--- config.mk ---
export PLATFORM = sky130hd
export DESIGN_NAME = picomips_io_seq
export DESIGN_NICKNAME = d
export VERILOG_FILES = /design/src/rtl/picomips_io_seq.sv
export SDC_FILE = /design/constraint.sdc
export NUM_CORES = 1
export LEC_CHECK = 0
export ABC_AREA = 1
export BUFFER_PORTS_ARGS = -buffer_cell sky130_fd_sc_hd__buf_2
export CORE_MARGIN = 2
export CORE_UTILIZATION = 51
export DETAILED_ROUTE_END_ITERATION = 8
export MAX_ROUTING_LAYER = met4
export PLACE_DENSITY = 0.82
export SYNTH_ARGS = -nofsm -noshare
export SYNTH_HDL_FRONTEND = slang
export SYNTH_SLANG_ARGS = --single-unit
--- constraint.sdc ---
create_clock -name Clock -period 1.75 [get_ports Clock]
set_input_delay 0.0875 -clock Clock [delete_from_list [all_inputs] [get_ports Clock]]
set_output_delay 0.0875 -clock Clock [all_outputs]
set_load 0.01 [all_outputs]
--- src/rtl/picomips_io_seq.sv ---
// Switch/LED sequencer for the picoMips transform core: debounces the SW8 handshake,
// captures x1/y1, starts the core, waits for done with a timeout, then pages x2/y2 onto LED.
module picomips_io_seq #(
  parameter int DEBOUNCE_CYCLES = 16,
  parameter int CALC_TIMEOUT    = 64
) (
  input  logic       Clock,
  input  logic       Reset,
  input  logic       SW8,
  input  logic [7:0] SW_data,
  output logic [7:0] x1,
  output logic [7:0] y1,
  output logic       start,
  input  logic       done,
  input  logic [7:0] x2,
  input  logic [7:0] y2,
  output logic [7:0] LED,
  output logic       err,
  output logic [2:0] state
);

  typedef enum logic [2:0] {
    WX_HI  = 3'd0,
    WX_LO  = 3'd1,
    WY_HI  = 3'd2,
    WY_LO  = 3'd3,
    CALC   = 3'd4,
    SHOW_X = 3'd5,
    SHOW_Y = 3'd6
  } state_t;

  localparam logic [7:0]  DB_LAST  = 8'(DEBOUNCE_CYCLES - 1);
  localparam logic [15:0] TMO_LAST = 16'(CALC_TIMEOUT - 1);

  logic        sync1, sync2;
  logic        db;
  logic [7:0]  cnt;
  logic        rise, fall;
  state_t      fsm;
  logic [15:0] tmr;
  logic [7:0]  y2r;

  assign state = fsm;

  // Two-flop synchroniser feeding a stable-run debouncer; rise/fall are registered pulses.
  always_ff @(posedge Clock or posedge Reset) begin
    if (Reset) begin
      sync1 <= 1'b0;
      sync2 <= 1'b0;
      db    <= 1'b0;
      cnt   <= '0;
      rise  <= 1'b0;
      fall  <= 1'b0;
    end else begin
      sync1 <= SW8;
      sync2 <= sync1;
      rise  <= 1'b0;
      fall  <= 1'b0;
      if (sync2 == db) begin
        cnt <= '0;
      end else if (cnt == DB_LAST) begin
        db   <= sync2;
        cnt  <= '0;
        rise <= sync2;
        fall <= ~sync2;
      end else begin
        cnt <= cnt + 8'd1;
      end
    end
  end

  always_ff @(posedge Clock or posedge Reset) begin
    if (Reset) begin
      fsm   <= WX_HI;
      x1    <= '0;
      y1    <= '0;
      LED   <= '0;
      start <= 1'b0;
      err   <= 1'b0;
      tmr   <= '0;
      y2r   <= '0;
    end else begin
      start <= 1'b0;
      case (fsm)
        WX_HI: if (rise) begin
          x1  <= SW_data;
          fsm <= WX_LO;
        end
        WX_LO: if (fall) fsm <= WY_HI;
        WY_HI: if (rise) begin
          y1  <= SW_data;
          fsm <= WY_LO;
        end
        WY_LO: if (fall) begin
          fsm   <= CALC;
          start <= 1'b1;
          tmr   <= '0;
        end
        CALC: begin
          // start is high only in the first CALC cycle, so it masks done there;
          // done is tested before the timeout so a same-cycle done wins.
          if (done && !start) begin
            y2r <= y2;
            LED <= x2;
            err <= 1'b0;
            fsm <= SHOW_X;
          end else if (tmr == TMO_LAST) begin
            err <= 1'b1;
            LED <= 8'hFF;
            fsm <= WX_HI;
          end else begin
            tmr <= tmr + 16'd1;
          end
        end
        SHOW_X: if (rise) begin
          LED <= y2r;
          fsm <= SHOW_Y;
        end
        SHOW_Y: if (fall) fsm <= WX_HI;
        default: fsm <= WX_HI;
      endcase
    end
  end

endmodule
---- Yosys cells after proc, flatten, opt, wreduce, memory -nomap -nowiden ----
Cells that the tools add are included.
W data, S select, Z words.
cells by class
  add/sub/neg operators ................... 2
  eq/ne operators ......................... 18
  muxes and demuxes ....................... 27
  bitwise gates (word level) .............. 2
  reductions and logical operators ........ 14
operators by type and width
  cell                     number
  $mux W16                 3
  $mux W8                  5
  $pmux W16 S2             1
  $mux W3                  8
  $pmux W3 S7              1
  $add A16 B1 Y16 const B  1
  $eq A16 B6 Y1 const B    1
  $ne A2 B2 Y1 const B     8
  $pmux W8 S2              1
  $reduce_and A2 Y1        5
  $eq A3 B3 Y1 const B     3
  $add A8 B1 Y8 const B    1
  $eq A8 B4 Y1 const B     1
  $mux W1                  8
  $reduce_and A7 Y1        1
  $eq A3 B2 Y1 const B     2
  $reduce_bool A2 Y1       3
  $reduce_and A4 Y1        1
  $eq A3 B1 Y1 const B     1
  $logic_not A3 Y1         1
  $ne A3 B3 Y1 const B     1
  $reduce_and A3 Y1        1
  $not A1 Y1               2
  $eq A1 B1 Y1             1
  other kinds (2)          2
word-level totals
  register bits ........................... 66
  bits of input ports ..................... 28
  output and inout port bits .............. 29
  word-level logic and storage cells ...... 77

---- Depth between registers and ports, before layout ----
Gate-level depths: netlist (run 1).
  depth after elaboration ................. 4
  depth in mapped cells ................... 11
  mapped depth without buffers ............ 10

---- Worst setup path before layout (run 1) ----
OpenSTA, ideal clock, no wires.
  kind .................................... register to register
  start ................................... register fsm[1], in the netlist state[1]
  end ..................................... register x1[1]
  library setup time ...................... 0.125 ns
  data arrival time ....................... 1.369 ns
  data required time ...................... 1.625 ns
  path slack .............................. 0.256 ns
  cell stages (with the launch flop) ...... 6
  buffers on the path ..................... 1
  cells stage by stage .................... dfrtp_1 -> buf_6 -> nor2_2 -> nand2_1 -> nor2_4 -> mux2_2
between the ends
  longest elaborated chain between the ends .. 2
RTL lines
  what                                RTL line  source
  start: declaration                  39        state_t fsm;
  start signal: assignment            74        fsm <= WX_HI;
  start signal: assignment            87        fsm <= WX_LO;
  start signal: assignment            89        WX_LO: if (fall) fsm <= WY_HI;
  $logic_not A3 Y1                    84        case (fsm)
  $reduce_and A2 Y1 (no source line)  n/a
  end signal: assignment              86        x1 <= SW_data;
  end: declaration                    11        output logic [7:0] x1,
No other way between the ends.
A chain may end at the register's enable or synchronous reset.

---- Worst setup path after layout (run 1) ----
  start ................................... register fsm[1], in the netlist state[1]
  end ..................................... register x1[7]
The elaborated chain is that of the path after synthesis.

==> flow_summary.yaml, run 1 <==
synth:
  syn_nets: 423
  synth-main-ff-cell: "dfrtp_1"
  ys_warn_count: 0
  async_reset_ff_frac: 1.00
  ys_ff_latch: 66
  synthesis.area_sq_um: 3350
  syn_avg_cell_area_sq_um: 8.52
  synth_edf_count: 0
  yosysSeqAreaShare: 0.493
  postSynthCellCount: 393
  synth_cell_types: 28
finish:
  multi_input_area_sq_um: 1460
  final_cells: 556
  area_delta_synth_final_pct: 22.1
  antenna_cells: 0
  layout-drive-gt1-share: 0.244
  final_cell_mix: "97 x nand2_1, 66 x dfrtp_1, 56 x buf_2"
  fillCellCount: 461
  final_common_cell: "nand2_1"
  seqCellArea_sq_um: 1650
  final_nets: 504
worst_setup_path:
  max_stage_delay_ns: 0.48
  cp_num_buf_inv: 0
  startpoint_type: "flop"
  arrival_ns: 1.82
  r2r_cells: 4
  setup.worst_path.end_class: "flop"
  rr_endpoint: "x1[7]"
  r2r_start: "state[1]"
  crit_path_max_fanout: 9
  cp_top_family: "simple AND/OR/NAND/NOR gates"
  path_class: "reg2reg"
  cpMaxStageDelayCell: "dfrtp_1"
  rrSetupSlack_ns: 0.18
  crit_required_ns: 1.99
  path_cells: "nor2_2 -> nand2_1 -> nor2_4 -> mux2_2"
die:
  die_area_sq_um: 7230
  die_w_um: 85.0
  die_height_um: 85.0
  num_rows: 29
  initial_core_util: 0.527
  core_sq_um: 6350
  io_pins: 57
clock_tree:
  ctsHtreeMaxLevel: 3
  worstSkewPairLatency_ns: 0.36
  post_cts_buffers: 0
  cts_tree: "yes"
  cts_buffer_depth: 2
  clock_sinks: 66
  clkTransAtPathRegs_ns: 0.08
  cts_made_buffers: 9
  cts-root-buf: "clkbuf_8"
pwr:
  peakVddDrop_mv: 0.819
  power_uw: 4350
  power_density_nw_per_um2: 1060
  p_leak_uw: 0.00205
drt:
  post-route-drc-count: 0
  wl_per_cell_um: 12.6
  finalWirelength_um: 7010
  drtAntennaViolNets: 0
  via_per_inst: 5.08
  initialDrtViolationCount: 204
  drt-pass1-iter-count: 4
  num_vias: 2825
global_routing:
  overflow: 0
  grt_pass1_wl_um: 12000
  grt_pass1_vias: 2680
  grt_max_degree: 67
  grt_usage: 0.214
  grt_antenna_before_repair: 0
timing:
  setup_viol: 0
  clock_skew_ns: 0.0155
  relSlewSlack: 0.734
  finalSetupTns_ns: 0
  worst_pin_slew_ns: 0.398
  rsz0062_at_grt: "false"
  slew_viol_final: 0
  period_share: 0.900
  finalCriticalPeriod_ns: 1.57
  hold_violations: 0
  fmax_mhz: 635
place:
  dp_hpwl_um: 4840
  io_buffer_count: 56
  dp.cells: 523
  place_congestion: 0.835
min_path:
  hold_depth: 3
  hold_path_end: "y1[0]"
  hp-start: "SW_data[0]"
  hp-class: "in2reg"
status:
  status: "finished clean"
job:
  max-cap-violations: 0
[worst max-delay path by stage]
stage              from     end  slack (ns)  depth (start not counted)
6_report       state[1]   x1[7]        0.18                          4
5_1_grt          cnt[0]  cnt[0]        0.02                          8
4_1_cts          tmr[1]  tmr[0]        0.15                          8
3_5_place_dp     tmr[1]  tmr[0]        0.16                          8
3_3_place_gp   state[1]   x1[1]        0.22                          4
2_1_floorplan     Reset  LED[0]       0.008                          1
[worst register-to-register path, stage by stage (launching register included)]
cell and delay [ns]:
dfrtp_1 0.48, nor2_2 0.22, nand2_1 0.15, nor2_4 0.25
mux2_2 0.37
[cells in the mapped netlist, types with 2 or more instances]
library cell	number	area, sq um
nor2_1	41	154
inv_2	4	15.0
ha_1	2	25.0
buf_2	2	10.0
nand2_4	4	45.0
nand2_1	97	364
xor2_1	8	70.1
a21oi_1	3	15.0
nand2_2	5	31.3
dfrtp_1	66	1650
nor2_2	3	18.8
nor2_4	5	56.3
o21ai_0	23	115
nand3_1	34	170
nand4_1	11	68.8
nor3_1	3	15.0
inv_1	39	146
buf_6	5	56.3
o21ai_1	15	75.1
o21bai_1	2	15.0
mux2_2	14	158
[registers in the layout (all words and copies together), names as in the netlist]
name and cells:
LED 8, cnt 8, db 1, err 1, fall 1, rise 1
start 1, state 3, sync1 1, sync2 1, tmr 16, x1 8
y1 8, y2r 8
[repair_timing]
action / in CTS / in global routing
hold endpoints to repair: 89 / 0
setup endpoints to repair: 0 / 7
hold buffers: 17 / 0
resized for setup: 0 / 2
[cells by family (layout without fill, tap and decap cells)]
group,count (synthesis),after routing,share of synthesized area
buf+inv,52,138,0.0710
flops,66,66,0.493
mux,14,14,0.0471
simple gates,205,205,0.285
fa+ha+maj,2,2,0.00747
xor+xnor,9,9,0.0235
compound gates,45,45,0.0729
[cell type report]
cell class	instances	share of cell area
Clock buffer	9	0.0303
Clock inverter	7	0.0190
Inverter	45	0.0419
Multi-Input combinational cell	275	0.358
Sequential cell	66	0.404
Tap cell	77	0.0236
Timing Repair Buffer	77	0.124
[report_power, final]
| part | internal, uW | switching, uW | leakage (uW) | total [uW] |
|---|---|---|---|---|
| Sequential | 1770 | 160 | 0.000850 | 1930 |
| Clock | 666 | 638 | 0.0000998 | 1300 |
| Combinational | 411 | 704 | 0.00110 | 1110 |
[routing by layer]
layer,share of wire,GRT usage,wire (um)
met5,0,-,0
met4,0.0080,0.0577,56
met3,0.056,0.0642,391
met2,0.49,0.337,3400
met1,0.45,0.272,3150
[per-stage QoR]
step / instance area (sq um) / hold WS [ns] / setup slack, ns / utilization
after floorplan: 3350 / 0.119 / 0.00769 / -
after global placement: 3710 / 0.182 / 0.222 / 0.585
after detailed placement: 3710 / 0.185 / 0.156 / 0.585
after CTS: 4090 / 0.0295 / 0.148 / 0.643
after global routing: 4090 / 0.0585 / 0.0245 / 0.644
final: 4090 / 0.0299 / 0.175 / 0.644
Power figures use the tool's default switching activity.
==> inputs of run 2 (changes only) <==
--- a/config.mk
+++ b/config.mk
@@ -6,7 +6,8 @@
 export NUM_CORES = 1
 export LEC_CHECK = 0
 export ABC_AREA = 1
-export BUFFER_PORTS_ARGS = -buffer_cell sky130_fd_sc_hd__buf_2
+export BUFFER_PORTS_ARGS = -buffer_cell sky130_fd_sc_hd__clkbuf_2
+export CORE_ASPECT_RATIO = 1.4
 export CORE_MARGIN = 2
 export CORE_UTILIZATION = 51
 export DETAILED_ROUTE_END_ITERATION = 8
==> run 2 against run 1 <==
Register-to-register slack worse by 0.09 ns. Worst setup slack worse by 0.090 ns. Critical path depth stayed put. Utilization hardly changed. Via count is 0.85% higher. Clock skew is 0.0042 ns lower. Count of clock-buffer cells in the layout is 2 higher. Die area is 0.13% higher. First-iteration DRC count is 3.9% higher. Power is 5.2% lower. Cell area is 0.83% lower. Critical path type unchanged. Critical endpoint is now x1[6]. Highest routed layer unchanged.
==> flow_summary.yaml, run 2 (synthesis results as in run 1) <==
global_routing:
  grt_usage: 0.222
  grt_antenna_before_repair: 0
  grt_pass1_vias: 2750
  grt_pass1_wl_um: 12200
  grt_max_degree: 31
  overflow: 0
finish:
  antenna_cells: 0
  largest-register: "tmr"
  layout-drive-gt1-share: 0.245
  final_common_cell: "nand2_1"
  largest_reg_flops: 16
  final_cell_mix: "97 x nand2_1, 66 x dfrtp_1, 56 x clkbuf_2"
  fin_area_sq_um: 4050
  final_nets: 506
  area_delta_synth_final_pct: 21.1
die:
  core_sq_um: 6300
  num_rows: 34
  io_pins: 57
  die_height_um: 99.9
  initial_core_util: 0.532
  die_area_sq_um: 7240
  die_w_um: 72.5
place:
  placed_cell_area_sq_um: 3710
  dp_hpwl_um: 5320
  io_buffer_count: 56
  place_congestion: 0.914
status:
  status: "finished clean"
worst_setup_path:
  setup.worst_path.end_class: "flop"
  path_class: "reg2reg"
  arrival_ns: 1.88
  r2r_cells: 4
  startpoint_type: "flop"
  cpMaxStageDelayCell: "dfrtp_1"
  rr_endpoint: "x1[6]"
  cp_num_buf_inv: 0
  cp_top_family: "simple AND/OR/NAND/NOR gates"
  r2r_start: "state[1]"
  crit_path_max_fanout: 9
  rrSetupSlack_ns: 0.09
  crit_required_ns: 1.97
  max_stage_delay_ns: 0.49
  path_cells: "nor2_2 -> nand2_1 -> nor2_4 -> mux2_2"
drt:
  wl_per_cell_um: 13.1
  drtAntennaViolNets: 0
  via_per_inst: 5.15
  drt-pass1-iter-count: 4
  finalWirelength_um: 7230
  post-route-drc-count: 0
  initialDrtViolationCount: 212
  num_vias: 2849
min_path:
  hp-class: "in2reg"
  hold_depth: 3
  hold_path_end: "y1[0]"
  hp-start: "SW_data[0]"
timing:
  finalSetupTns_ns: 0
  finalCriticalPeriod_ns: 1.66
  worst_pin_slew_ns: 0.582
  hold_violations: 0
  period_share: 0.951
  fmax_mhz: 601
  relSlewSlack: 0.608
  slew_viol_final: 0
  clock_skew_ns: 0.0113
  rsz0062_at_grt: "false"
  setup_viol: 0
clock_tree:
  cts_buffer_depth: 2
  cts_tree: "yes"
  cts-root-buf: "clkbuf_8"
  ctsHtreeMaxLevel: 3
  clkTransAtPathRegs_ns: 0.07
  worstSkewPairLatency_ns: 0.34
  cts_made_buffers: 9
  clock_sinks: 66
pwr:
  power_density_nw_per_um2: 1020
  p_leak_uw: 0.00204
  peakVddDrop_mv: 0.733
job:
  max-cap-violations: 0
==> run 2: where the power goes <==
part | internal, uW | switching (uW) | total, uW
logic | 406 | 676 | 1080
registers | 1770 | 163 | 1930
clock network | 545 | 562 | 1110
==> run 2: per-layer routing <==
metal	share of wire	vias up	GRT usage	wire [um]
li1	-	1434	-	-
met1	0.39	1353	0.241	2810
met2	0.56	50	0.391	4060
met3	0.031	12	0.0572	223
met4	0.019	0	0.0741	138
met5	0	-	-	0
==> run 2: cell type report <==
type / count / area (sq um)
clock buffers: 11 / 141
well taps: 72 / 90.1
clock inverters: 5 / 30.0
multi-input cells: 275 / 1460
fillers: 527 / 2240
inverters: 45 / 171
flip-flops and latches: 66 / 1650
repair buffers: 79 / 508
==> run 2: worst max path at each step <==
stage                        start  slack [ns]  cells after the start     end
after floorplan              Reset       0.008                      1  LED[0]
after global placement    state[1]        0.15                      4   x1[3]
after detailed placement  state[1]        0.09                      4   x1[6]
after CTS                 state[1]        0.08                      4   x1[6]
after global routing        cnt[0]       0.003                      8  cnt[3]
final                     state[1]        0.09                      4   x1[6]
==> run 2: worst register-to-register path: stages, from the launching register on <==
cell and delay [ns]:
dfrtp_1 0.49, nor2_2 0.24, nand2_1 0.15, nor2_4 0.29, mux2_2 0.38
==> run 2: stage by stage <==
stage | power [uW] | cells | utilization | setup slack, ns | hold WS (ns)
2_1_floorplan | 2690 | 393 | - | 0.00769 | 0.119
3_3_place_gp | 2980 | 520 | 0.589 | 0.149 | 0.0843
3_5_place_dp | 3020 | 520 | 0.589 | 0.0856 | 0.0909
4_1_cts | 4160 | 553 | 0.643 | 0.0788 | 0.00962
5_1_grt | 4410 | 553 | 0.644 | 0.00346 | 0.0207
6_report | 4120 | 553 | 0.644 | 0.0852 | 0.0189
==> run 2: what timing repair did <==
item,CTS,global route
hold endpoints to repair,37,0
setup endpoints to repair,0,1
hold buffers,17,0
setup buffers,0,0
resized for setup,0,1
